File: src/rtl/dmem_arbiter_pkg.sv
// Shared types and defaults for the data-memory arbiter.
package dmem_arb_pkg;
    localparam int ADDR_W_DEF = 8;
    localparam int DATA_W_DEF = 32;

    typedef enum logic [1:0] {
        OWN_NONE = 2'd0,
        OWN_IF   = 2'd1,
        OWN_MEM  = 2'd2
    } own_e;

    localparam logic [3:0] WE_LOAD = 4'b0000;
endpackage

File: src/rtl/dmem_arbiter_if.sv
// Pipeline-side and RAM-side signals of the arbiter; slave is the arbiter view.
interface dmem_arbiter_if #(
    parameter int ADDR_W = dmem_arb_pkg::ADDR_W_DEF,
    parameter int DATA_W = dmem_arb_pkg::DATA_W_DEF
);
    logic              if_req;
    logic [ADDR_W-1:0] if_addr;
    logic              if_flush;
    logic [DATA_W-1:0] if_rdata;
    logic              if_valid;
    logic              stall_if;

    logic                mem_req;
    logic [DATA_W/8-1:0] mem_we;
    logic [ADDR_W-1:0]   mem_addr;
    logic [DATA_W-1:0]   mem_wdata;
    logic [DATA_W-1:0]   mem_rdata;
    logic                mem_valid;
    logic                stall_mem;

    logic                ram_en;
    logic [DATA_W/8-1:0] ram_we;
    logic [ADDR_W-1:0]   ram_addr;
    logic [DATA_W-1:0]   ram_wdata;
    logic [DATA_W-1:0]   ram_rdata;

    modport slave (
        input  if_req, if_addr, if_flush, mem_req, mem_we, mem_addr, mem_wdata, ram_rdata,
        output if_rdata, if_valid, stall_if, mem_rdata, mem_valid, stall_mem,
               ram_en, ram_we, ram_addr, ram_wdata
    );

    modport master (
        output if_req, if_addr, if_flush, mem_req, mem_we, mem_addr, mem_wdata, ram_rdata,
        input  if_rdata, if_valid, stall_if, mem_rdata, mem_valid, stall_mem,
               ram_en, ram_we, ram_addr, ram_wdata
    );
endinterface

File: src/rtl/dmem_arbiter_starve_ctr.sv
// Counts consecutive IF losses; force_if lets IF win once the limit is reached.
module arb_starve_ctr #(
    parameter int LIMIT = 4
) (
    input  logic clk,
    input  logic resetn,
    input  logic clear,
    input  logic inc,
    output logic force_if
);
    localparam logic [3:0] LIM = 4'(LIMIT);

    logic [3:0] cnt;

    always_ff @(posedge clk or negedge resetn) begin
        if (!resetn)                cnt <= 4'd0;
        else if (clear)             cnt <= 4'd0;
        else if (inc && cnt != LIM) cnt <= cnt + 4'd1;
    end

    assign force_if = (cnt == LIM);
endmodule

File: src/rtl/dmem_arbiter.sv
// Single-port RAM arbiter between instruction fetch and the MEM stage.
module dmem_arbiter
    import dmem_arb_pkg::*;
#(
    parameter int ADDR_W       = ADDR_W_DEF,
    parameter int DATA_W       = DATA_W_DEF,
    parameter int STARVE_LIMIT = 4
) (
    input  logic            clk,
    input  logic            resetn,
    dmem_arbiter_if.slave   bus
);
    logic              if_grant, mem_grant, force_if;
    logic              flush_seen;
    own_e              resp_own, own_nxt;
    logic [DATA_W-1:0] if_hold, mem_hold;

    // MEM has priority; a starved IF takes one cycle when the counter saturates.
    always_comb begin
        if_grant  = bus.if_req & (~bus.mem_req | force_if);
        mem_grant = bus.mem_req & ~if_grant;
        own_nxt   = if_grant ? OWN_IF : (mem_grant ? OWN_MEM : OWN_NONE);
    end

    assign bus.stall_if  = bus.if_req & ~if_grant;
    assign bus.stall_mem = bus.mem_req & ~mem_grant;

    always_comb begin
        bus.ram_en    = if_grant | mem_grant;
        bus.ram_addr  = if_grant ? bus.if_addr : bus.mem_addr;
        bus.ram_wdata = bus.mem_wdata;
        bus.ram_we    = (mem_grant & resetn) ? bus.mem_we : WE_LOAD;
    end

    arb_starve_ctr #(.LIMIT(STARVE_LIMIT)) u_starve (
        .clk      (clk),
        .resetn   (resetn),
        .clear    (if_grant | ~bus.if_req),
        .inc      (bus.if_req & mem_grant),
        .force_if (force_if)
    );

    always_ff @(posedge clk or negedge resetn) begin
        if (!resetn) begin
            resp_own   <= OWN_NONE;
            flush_seen <= 1'b0;
            if_hold    <= '0;
            mem_hold   <= '0;
        end else begin
            resp_own   <= own_nxt;
            flush_seen <= if_grant & bus.if_flush;
            if (bus.if_valid)  if_hold  <= bus.ram_rdata;
            if (bus.mem_valid) mem_hold <= bus.ram_rdata;
        end
    end

    // A flush either in the grant cycle or in the response cycle drops the fetch.
    assign bus.if_valid  = (resp_own == OWN_IF) & ~flush_seen & ~bus.if_flush;
    assign bus.mem_valid = (resp_own == OWN_MEM);
    assign bus.if_rdata  = bus.if_valid  ? bus.ram_rdata : if_hold;
    assign bus.mem_rdata = bus.mem_valid ? bus.ram_rdata : mem_hold;
endmodule

File: src/flat_wrapper.sv
// flat-port wrapper written by rule: the top's interface ports become plain ports
module dmem_arbiter_flat import dmem_arb_pkg::*;
#(
    parameter int ADDR_W       = ADDR_W_DEF,
    parameter int DATA_W       = DATA_W_DEF,
    parameter int STARVE_LIMIT = 4
)
  (clk, resetn, bus_if_req, bus_if_addr, bus_if_flush, bus_mem_req, bus_mem_we, bus_mem_addr, bus_mem_wdata, bus_ram_rdata, bus_if_rdata, bus_if_valid, bus_stall_if, bus_mem_rdata, bus_mem_valid, bus_stall_mem, bus_ram_en, bus_ram_we, bus_ram_addr, bus_ram_wdata);
  dmem_arbiter_if #(.ADDR_W(ADDR_W), .DATA_W(DATA_W)) bus_i ();
  input  logic clk;
  input  logic resetn;
  input wire logic [$bits(bus_i.if_req)-1:0] bus_if_req;
  input wire logic [$bits(bus_i.if_addr)-1:0] bus_if_addr;
  input wire logic [$bits(bus_i.if_flush)-1:0] bus_if_flush;
  input wire logic [$bits(bus_i.mem_req)-1:0] bus_mem_req;
  input wire logic [$bits(bus_i.mem_we)-1:0] bus_mem_we;
  input wire logic [$bits(bus_i.mem_addr)-1:0] bus_mem_addr;
  input wire logic [$bits(bus_i.mem_wdata)-1:0] bus_mem_wdata;
  input wire logic [$bits(bus_i.ram_rdata)-1:0] bus_ram_rdata;
  output wire logic [$bits(bus_i.if_rdata)-1:0] bus_if_rdata;
  output wire logic [$bits(bus_i.if_valid)-1:0] bus_if_valid;
  output wire logic [$bits(bus_i.stall_if)-1:0] bus_stall_if;
  output wire logic [$bits(bus_i.mem_rdata)-1:0] bus_mem_rdata;
  output wire logic [$bits(bus_i.mem_valid)-1:0] bus_mem_valid;
  output wire logic [$bits(bus_i.stall_mem)-1:0] bus_stall_mem;
  output wire logic [$bits(bus_i.ram_en)-1:0] bus_ram_en;
  output wire logic [$bits(bus_i.ram_we)-1:0] bus_ram_we;
  output wire logic [$bits(bus_i.ram_addr)-1:0] bus_ram_addr;
  output wire logic [$bits(bus_i.ram_wdata)-1:0] bus_ram_wdata;
  assign bus_i.if_req = bus_if_req;
  assign bus_i.if_addr = bus_if_addr;
  assign bus_i.if_flush = bus_if_flush;
  assign bus_i.mem_req = bus_mem_req;
  assign bus_i.mem_we = bus_mem_we;
  assign bus_i.mem_addr = bus_mem_addr;
  assign bus_i.mem_wdata = bus_mem_wdata;
  assign bus_i.ram_rdata = bus_ram_rdata;
  assign bus_if_rdata = bus_i.if_rdata;
  assign bus_if_valid = bus_i.if_valid;
  assign bus_stall_if = bus_i.stall_if;
  assign bus_mem_rdata = bus_i.mem_rdata;
  assign bus_mem_valid = bus_i.mem_valid;
  assign bus_stall_mem = bus_i.stall_mem;
  assign bus_ram_en = bus_i.ram_en;
  assign bus_ram_we = bus_i.ram_we;
  assign bus_ram_addr = bus_i.ram_addr;
  assign bus_ram_wdata = bus_i.ram_wdata;
  dmem_arbiter #(.ADDR_W(ADDR_W), .DATA_W(DATA_W), .STARVE_LIMIT(STARVE_LIMIT)) u_core (.clk(clk), .resetn(resetn), .bus(bus_i));
endmodule
File: config.mk
export PLATFORM = sky130hd
export DESIGN_NAME = dmem_arbiter_flat
export DESIGN_NICKNAME = d
export VERILOG_FILES = /design/src/rtl/dmem_arbiter_pkg.sv /design/src/rtl/dmem_arbiter_if.sv /design/src/rtl/dmem_arbiter_starve_ctr.sv /design/src/rtl/dmem_arbiter.sv /design/src/flat_wrapper.sv
export SDC_FILE = /design/constraint.sdc
export NUM_CORES = 1
export LEC_CHECK = 0
export BUFFER_PORTS_ARGS = -buffer_cell sky130_fd_sc_hd__clkbuf_2
export CORE_MARGIN = 2
export CORE_UTILIZATION = 45
export CTS_CLUSTER_DIAMETER = 50
export DETAILED_ROUTE_END_ITERATION = 6
export HOLD_SLACK_MARGIN = 0.12
export PLACE_DENSITY_LB_ADDON = 0.12
export SETUP_SLACK_MARGIN = 0.3
export SYNTH_ARGS = -nofsm -noshare
export SYNTH_HDL_FRONTEND = slang
export SYNTH_SLANG_ARGS = --single-unit
File: constraint.sdc
create_clock -name clk -period 2.6 [get_ports clk]
set_input_delay 0.13 -clock clk [delete_from_list [all_inputs] [get_ports clk]]
set_output_delay 0.13 -clock clk [all_outputs]
set_load 0.02 [all_outputs]
Word level (Yosys, flattened, before mapping). Cells that the tools add are included.

Register bits after elaboration: 71. Bits of input ports: 89. Output and inout bits: 113. Logic and storage cells: 38.

Add/subtract/negate cells: 1. Equal/unequal tests: 4. Muxes and demuxes: 8. Bitwise logic cells: 18. Reduce and logical (&&, ||, !) cells: 2.

Operators with widths (count): 32-bit 2-to-1 mux (2); 4-bit 2-to-1 mux (3); 1-bit bitwise AND (9); 8-bit 2-to-1 mux (1); 1-bit inverter (6); 4-bit by 1-bit adder with 4-bit output (second input constant) (1); 4-bit by 3-bit equality test with 1-bit output (second input constant) (1); 2-bit 2-to-1 mux (2); 4-bit by 3-bit != test with 1-bit output (second input constant) (1); 1-bit bitwise OR (3); 2-bit by 1-bit equality test with 1-bit output (second input constant) (1); 2-bit equality test (second input constant) (1); 2-bit nonzero test (1); 1-bit logical AND (1).

Longest topological paths before layout. Gate-level depths: netlist (run 1).

Depth after elaboration: 9. Depth in mapped cells: 6. Mapped depth without buffers: 5.

Cells and area by module. From an unflattened synthesis (run 1), not the netlist that was laid out.

Cell total of the unflattened synthesis: 223. Area total of the unflattened synthesis: 3140.5 um^2.

By module, submodules not included: dmem_arbiter (instances 1, cells an instance 199, area an instance 2906.5 um^2, seq. area each 1676.6 um^2); arb_starve_ctr (instances 1, cells an instance 24, area an instance 234.0 um^2, seq. area each 100.1 um^2).

Worst setup path after synthesis (run 1). No wires, ideal clock.

Path type: register -> output. Start: register u_core.u_starve.cnt[0]. End: output bus_ram_addr[1]. Arrival time: 1.504 ns. Data required time: 2.470 ns. Setup slack: 0.966 ns. Stages on the path, launching flop included: 7. Path buffers: 1. Cell sequence: dfrtp_1 -> inv_1 -> ha_1 -> nand3b_1 -> a21boi_0 -> buf_4 -> mux2_2.

Cells in the longest elaborated chain, start to end: 4.

Ends and longest elaborated chain: start, declared (RTL line dmem_arbiter_starve_ctr.sv:13) `logic [3:0] cnt;`; start signal, assigned (RTL line dmem_arbiter_starve_ctr.sv:18) `else if (inc && cnt != LIM) cnt <= cnt + 4'd1;`; 4-bit by 3-bit equality test with 1-bit output (RTL line dmem_arbiter_starve_ctr.sv:21) `assign force_if = (cnt == LIM);`; 1-bit bitwise OR (RTL line dmem_arbiter.sv:20) `if_grant = bus.if_req & (~bus.mem_req | force_if);`; 1-bit bitwise AND (RTL line dmem_arbiter.sv:20); net u_core.if_grant (RTL line dmem_arbiter.sv:13) `logic if_grant, mem_grant, force_if;`; 8-bit 2-to-1 mux (RTL line dmem_arbiter.sv:30) `bus.ram_addr = if_grant ? bus.if_addr : bus.mem_addr;`; end, declared (RTL line flat_wrapper.sv:28) `output wire logic [$bits(bus_i.ram_addr)-1:0] bus_ram_addr;`.

The timed path passes the listed nets, and every way through them passes these cells.

Worst setup path in the final report (run 1).
Start: register u_core.u_starve.cnt[0]. End: output bus_ram_addr[7].

Cells in the longest elaborated chain, start to end: 4.

Ends and longest elaborated chain (RTL line): 4-bit by 3-bit equality test with 1-bit output (dmem_arbiter_starve_ctr.sv:21); 1-bit bitwise OR (dmem_arbiter.sv:20); 1-bit bitwise AND (dmem_arbiter.sv:20); 8-bit 2-to-1 mux (dmem_arbiter.sv:30).

Every way passes these cells.

==> results.cfg, run 1 <==
[placed_design]
post-place-ws_ns = 0.836
routabilityCongestion = 0.731
io_buffers = 137
hpwl_um = 5490
placed_area_um2 = 3620
placed_cells = 393

[run]
cap_violations = 0

[timing]
holdWs_ns = 0.186
fin_worst_skew_ns = 0.0118
max_slew_margin = 0.410
final-setup-viol-count = 0
finalHoldViolations = 0
fin_tns_setup_ns = 0
period_share = 0.811
clock.fmax_mhz = 474
worst_slack_ns = 0.492
tightest_slew_ns = 0.885
fin_crit_ns = 2.11
rsz0062_at_grt = no
finalMaxSlewViolations = 0

[critical_path]
end_kind = output port
reg2reg_depth = 3
path_cells = inv_1, ha_1, nand3b_1, a21boi_0, buf_4, mux2_2, clkbuf_2
cp_max_fo = 11
critPathMaxStageDelay_ns = 0.42
r2r-start = u_core.resp_own[1]$_DFF_PN0_
worst-setup-path-type = register to output port
start_kind = register
rrSetupSlack_ns = 1.00
worstPathArrival_ns = 1.98
cp.required_ns = 2.47
critPathSlowestCell = dfrtp_1
r2r_end = u_core.mem_hold[23]$_DFF_PN0_

[global_route]
grt_first_pass_wirelength_um = 11100
first_global_vias = 2208
grtUsageTotal = 0.196
antenna_found_initial = 0
grt_max_degree = 72
overflow = 0

[power]
p_total_mw = 3.17
power_density_nw_per_um2 = 756
peakVddDrop_uv = 337
leakage_nw = 2.07

[clock_tree]
cts_tree = built
insertion_delay_ns = 0.33
cts_setup_buffers = 0
cts_resized = 0
path_clk_slew_ns = 0.08
clockRootBuffer = clkbuf_8
cts_buffer_depth = 2
cts_buffers = 9
h-tree-depth = 3
cts.sinks = 71
cts_hold_buf = 35

[finish]
final_area_um2 = 4200
fin_nets = 450
multi_input_area_um2 = 996
syn2layout_area_growth_pct = 36.2
register_area_um2 = 1780
diodes = 0
fin_cells = 444
drive_gt1_frac = 0.635
finish.utilization = 0.625
fill_cells = 549

[route]
wl_per_cell_um = 16.8
antenna_left = 0
drt-total-wl_um = 7450
drc_errors = 0
drt-initial-drc-count = 44
first_pass_iters = 4
vias = 2116
viasPerCell = 4.77

[synth]
yosysUniqueCellTypes = 20
post-synth-top-area-cell = dfrtp_1
ys_seq_elements = 71
synth_area_um2 = 3080
post-synth-top-area-fraction = 0.577
syn_nets = 302
synth_seq_area_share = 0.577
synthTopCellsByArea = dfrtp_1 58%, mux2_2 26%, buf_4 8.0%, and2_1 1.4%, buf_6 1.1%
async_flop_share = 1.00
syn_inst = 211
postSynth.topFlopCell = dfrtp_1
yosysWarnings = 0
syn_avg_cell_area_um2 = 14.6
synth_top_cells_by_count = 71 x dfrtp_1, 71 x mux2_2, 33 x buf_4
synth_edf_count = 0

[floorplanning]
die_h_um = 86.8
die_width_um = 86.8
initial_core_util = 0.459
die_area_um2 = 7530
rows = 30
pin_count = 202
core_area_um2 = 6720

[hold_path]
hp-class = primary input to register
hold_end = u_core.u_starve.cnt[1]$_DFFE_PN0P_
hp-start = bus_if_req
hold_depth = 3

[run_status]
outcome = finished, final reports clean
-- cells in the final DEF (no fill, tap or decap) --
| cell type | count |
|---|---|
| and2_1 | 7 |
| inv_1 | 4 |
| nand3_1 | 2 |
| nand4b_1 | 1 |
| dfrtp_1 | 71 |
| bufinv_16 | 2 |
| ha_1 | 2 |
| nand3b_1 | 1 |
| nor4b_4 | 1 |
| buf_4 | 4 |
| buf_2 | 1 |
| clkinvlp_4 | 1 |
| xnor2_1 | 1 |
| dlygate4sd3_1 | 35 |
| or2_2 | 1 |
| a21boi_0 | 1 |
| nor2b_4 | 1 |
| clkinv_2 | 1 |
| mux2_1 | 1 |
| nor2_1 | 4 |
| and3_1 | 1 |
| clkinv_4 | 1 |
| mux2_2 | 71 |
| clkbuf_1 | 1 |
| clkbuf_8 | 10 |
| buf_12 | 1 |
| clkbuf_2 | 136 |
| xor2_1 | 1 |
-- registers in the layout, summed over array words and instances (netlist names) --
name                 count
u_core.resp_own          2
u_core.flush_seen        1
u_core.mem_hold         32
u_core.u_starve.cnt      4
u_core.if_hold          32
-- per-layer routing --
| layer | up-vias | GRT usage | part of all wire |
|---|---|---|---|
| met4 | 0 | 0.0767 | 0.011 |
| li1 | 978 | - | - |
| met3 | 6 | 0.0848 | 0.090 |
| met2 | 109 | 0.337 | 0.53 |
| met5 | - | 0 | 0 |
| met1 | 1023 | 0.212 | 0.37 |
-- cells by family (layout without fill, tap and decap cells) --
family	after synthesis	after routing	synth area share
muxes	72	72	0.263
DFF	71	71	0.577
buffers and inverters	44	197	0.103
and+or+nand+nor	19	19	0.0414
adders and majority gates	2	2	0.00812
xor gates and xnor gates	2	2	0.00569
AOI/OAI and AO/OA	1	1	0.00244
-- worst max path at each step --
stage                                  startpoint                end  slack (ns)  depth (start not counted)
2_1_floorplan  u_core.u_starve.cnt[0]$_DFFE_PN0P_    bus_ram_addr[1]        0.97                          6
3_3_place_gp   u_core.u_starve.cnt[0]$_DFFE_PN0P_    bus_ram_addr[2]        0.85                          7
3_5_place_dp         u_core.resp_own[1]$_DFF_PN0_  bus_mem_rdata[23]        0.84                          4
4_1_cts        u_core.u_starve.cnt[0]$_DFFE_PN0P_    bus_ram_addr[7]        0.46                          7
5_1_grt        u_core.u_starve.cnt[0]$_DFFE_PN0P_    bus_ram_addr[7]        0.33                          7
6_report       u_core.u_starve.cnt[0]$_DFFE_PN0P_    bus_ram_addr[7]        0.49                          7
-- power breakdown --
part,internal (mW),total (mW),switching (mW)
logic,0.364,0.880,0.515
clock network,0.567,0.962,0.395
registers,1.29,1.33,0.0457
total,2.22,3.17,0.956
-- cell type report --
type,instances,area share
Multi-Input combinational cell,96,0.237
Clock buffer,11,0.0337
Tap cell,80,0.0239
Inverter,4,0.00358
Clock inverter,5,0.0194
Timing Repair Buffer,177,0.259
Sequential cell,71,0.423
-- worst max-delay path: cells and delay by family (launching register included) --
kind	cells	cell delay [ns]
compound gates	1	0.18
fa+ha+maj	1	0.17
buf+inv	3	0.43
flops	1	0.42
mux	1	0.35
simple gates	1	0.10
Note: power is estimated with default switching activity, not from simulation.
==> run 2: changes to the inputs <==
--- a/config.mk
+++ b/config.mk
@@ -7,7 +7,7 @@
 export LEC_CHECK = 0
 export BUFFER_PORTS_ARGS = -buffer_cell sky130_fd_sc_hd__clkbuf_2
 export CORE_MARGIN = 2
-export CORE_UTILIZATION = 45
+export CORE_UTILIZATION = 38
 export CTS_CLUSTER_DIAMETER = 50
 export DETAILED_ROUTE_END_ITERATION = 6
 export HOLD_SLACK_MARGIN = 0.12
==> constraint.sdc (replaced) <==
create_clock -name clk -period 1.9 [get_ports clk]
set_input_delay 0.095 -clock clk [delete_from_list [all_inputs] [get_ports clk]]
set_output_delay 0.095 -clock clk [all_outputs]
set_load 0.02 [all_outputs]
==> run 2 against run 1 <==
The run now ends with negative setup slack left. Register-to-register slack lost 0.75 ns. Sequential power increased by 38%. Hold slack worse by 0.027 ns. First-iteration DRC count fell by 50%. Critical endpoint is now bus_ram_addr[6]. Largest power group is now combinational cells. Highest routed layer unchanged.
==> results.cfg, run 2 (synthesis gave the netlist of run 1 again) <==
[finish]
diodes = 0
layout_commonest_cell = mux2_4
mostFrequentLayoutCells = 72 x mux2_4, 71 x dfrtp_1, 57 x clkbuf_2
top_regs = u_core.if_hold x32, u_core.mem_hold x32, u_core.u_starve.cnt x4
drive_gt1_frac = 0.703
fin_nets = 488
syn2layout_area_growth_pct = 84.1
fin_cells = 503

[route]
vias = 2350
drt-initial-drc-count = 22
drc_errors = 0
drt-total-wl_um = 9360
antenna_left = 0
first_pass_iters = 4
wl_per_cell_um = 18.6
viasPerCell = 4.67

[critical_path]
reg2reg_depth = 5
rrSetupSlack_ns = 0.25
cp_max_fo = 5
end_kind = output port
start_kind = register
r2r_end = u_core.if_hold[19]$_DFF_PN0_
critPathMaxStageDelay_ns = 0.41
critPathSlowestCell = dfrtp_1
worst-path-buf-inv = 3
r2r-start = u_core.flush_seen$_DFF_PN0_
path_cells = inv_2, ha_4, nand3b_1, a21boi_2, buf_6, mux2_4, buf_8
worstPathArrival_ns = 1.90
crit_family = flip-flops
cp.required_ns = 1.80
worst-setup-path-type = register to output port

[global_route]
grtUsageTotal = 0.193
use_met2 = 0.332
grt_max_degree = 72
grt_busiest_layer = met2
antenna_found_initial = 0
grtUsageMet3 = 0.0570
grt_first_pass_wirelength_um = 12800
overflow = 0
first_global_vias = 2481
grt.met1_usage = 0.230

[clock_tree]
cts_buffers = 9
clockRootBuffer = clkbuf_8
cts.sinks = 71
h-tree-depth = 3
cts_buffer_depth = 2
cts_tree = built
insertion_delay_ns = 0.34
path_clk_slew_ns = 0.07

[run]
cap_violations = 0

[hold_path]
hp-start = bus_if_req
hold_end = u_core.resp_own[1]$_DFF_PN0_
hp-class = primary input to register
hold_depth = 3

[timing]
rsz0062_at_grt = yes
tightest_slew_ns = 0.374
fin_crit_ns = 2.00
finalHoldViolations = 0
worst_slack_ns = -0.0993
finalMaxSlewViolations = 0
period_share = 1.05
max_slew_margin = 0.751
final-setup-viol-count = 40
clock.fmax_mhz = 500
fin_worst_skew_ns = 0.0102

[placed_design]
hpwl_um = 4530
routabilityCongestion = 0.653
placed_cells = 416
post-place-ws_ns = 0.200
io_buffers = 137

[floorplanning]
initial_core_util = 0.395
core_area_um2 = 7810
die_h_um = 94.1
pin_count = 202
die_area_um2 = 8850
die_width_um = 94.1
rows = 32

[run_status]
outcome = complete, but fails checks
violations = negative setup slack

[power]
peakVddDrop_uv = 483
leakage_nw = 2.79
power_density_nw_per_um2 = 921
## run 2: changes by cell type in the layout (fill, tap and decap cells not counted), sizes merged
| cell | previous run | this run |
|---|---|---|
| clkbuf | 147 | 68 |
| buf | 6 | 121 |
| clkinv | 2 | 3 |
## run 2: metrics by stage
step                      TNS (ns)  utilization  hold WS (ns)  power [mW]  instance area, um^2
final                        -2.45        0.727         0.159        5.22                 5670
after global routing         -4.82        0.727         0.174        5.45                 5670
after CTS                    -2.88        0.650         0.125        4.74                 5070
after detailed placement         0        0.472         0.190        3.01                 3680
after global placement           0        0.472         0.190        2.99                 3680
after floorplan                  0            -        -0.201        2.67                 3080
## run 2: worst max-delay path by stage
stage | cells after the start | start | endpoint
floorplan | 6 | u_core.u_starve.cnt[0]$_DFFE_PN0P_ | bus_ram_addr[1]
global placement | 7 | u_core.u_starve.cnt[0]$_DFFE_PN0P_ | bus_ram_addr[2]
detailed placement | 7 | u_core.u_starve.cnt[0]$_DFFE_PN0P_ | bus_ram_addr[6]
CTS | 7 | u_core.u_starve.cnt[1]$_DFFE_PN0P_ | bus_ram_addr[6]
global route | 7 | u_core.u_starve.cnt[1]$_DFFE_PN0P_ | bus_ram_addr[6]
finish | 7 | u_core.u_starve.cnt[1]$_DFFE_PN0P_ | bus_ram_addr[6]
## run 2: what timing repair did
action | 4_1_cts | 5_1_grt
buffers inserted | 15 | 14
hold buffers | 35 | 0
gates cloned | 6 | 2
endpoints found under the hold margin | 137 | 0
pin swaps | 6 | 4
resized for setup | 148 | 197
setup endpoints to repair | 79 | 81
## run 2: final cells by class
cell class	instances	area [um^2]
clock buffer	9	124
clock inverter	6	86.3
fill	500	2130
inverter	4	15.0
multi-input combinational	96	1310
sequential	71	1780
tap	102	128
timing repair buffer	215	2230
## run 2: power by group
group | switching (mW) | leakage [nW] | total, mW | internal (mW)
registers | 0.0803 | 0.852 | 1.84 | 1.76
logic | 0.878 | 1.83 | 2.08 | 1.20
clock network | 0.570 | 0.105 | 1.30 | 0.730
## run 2: worst register-to-register path: cells and delay by family, from the launching register on
family | cells | cell delay (ns)
buf+inv | 3 | 0.51
flops | 1 | 0.41
simple gates | 1 | 0.31
mux | 1 | 0.31
## run 2: layer usage
layer,vias up,part of all wire
met5,-,0
met4,0,0.011
met3,11,0.057
met2,92,0.55
met1,1189,0.38
li1,1058,-
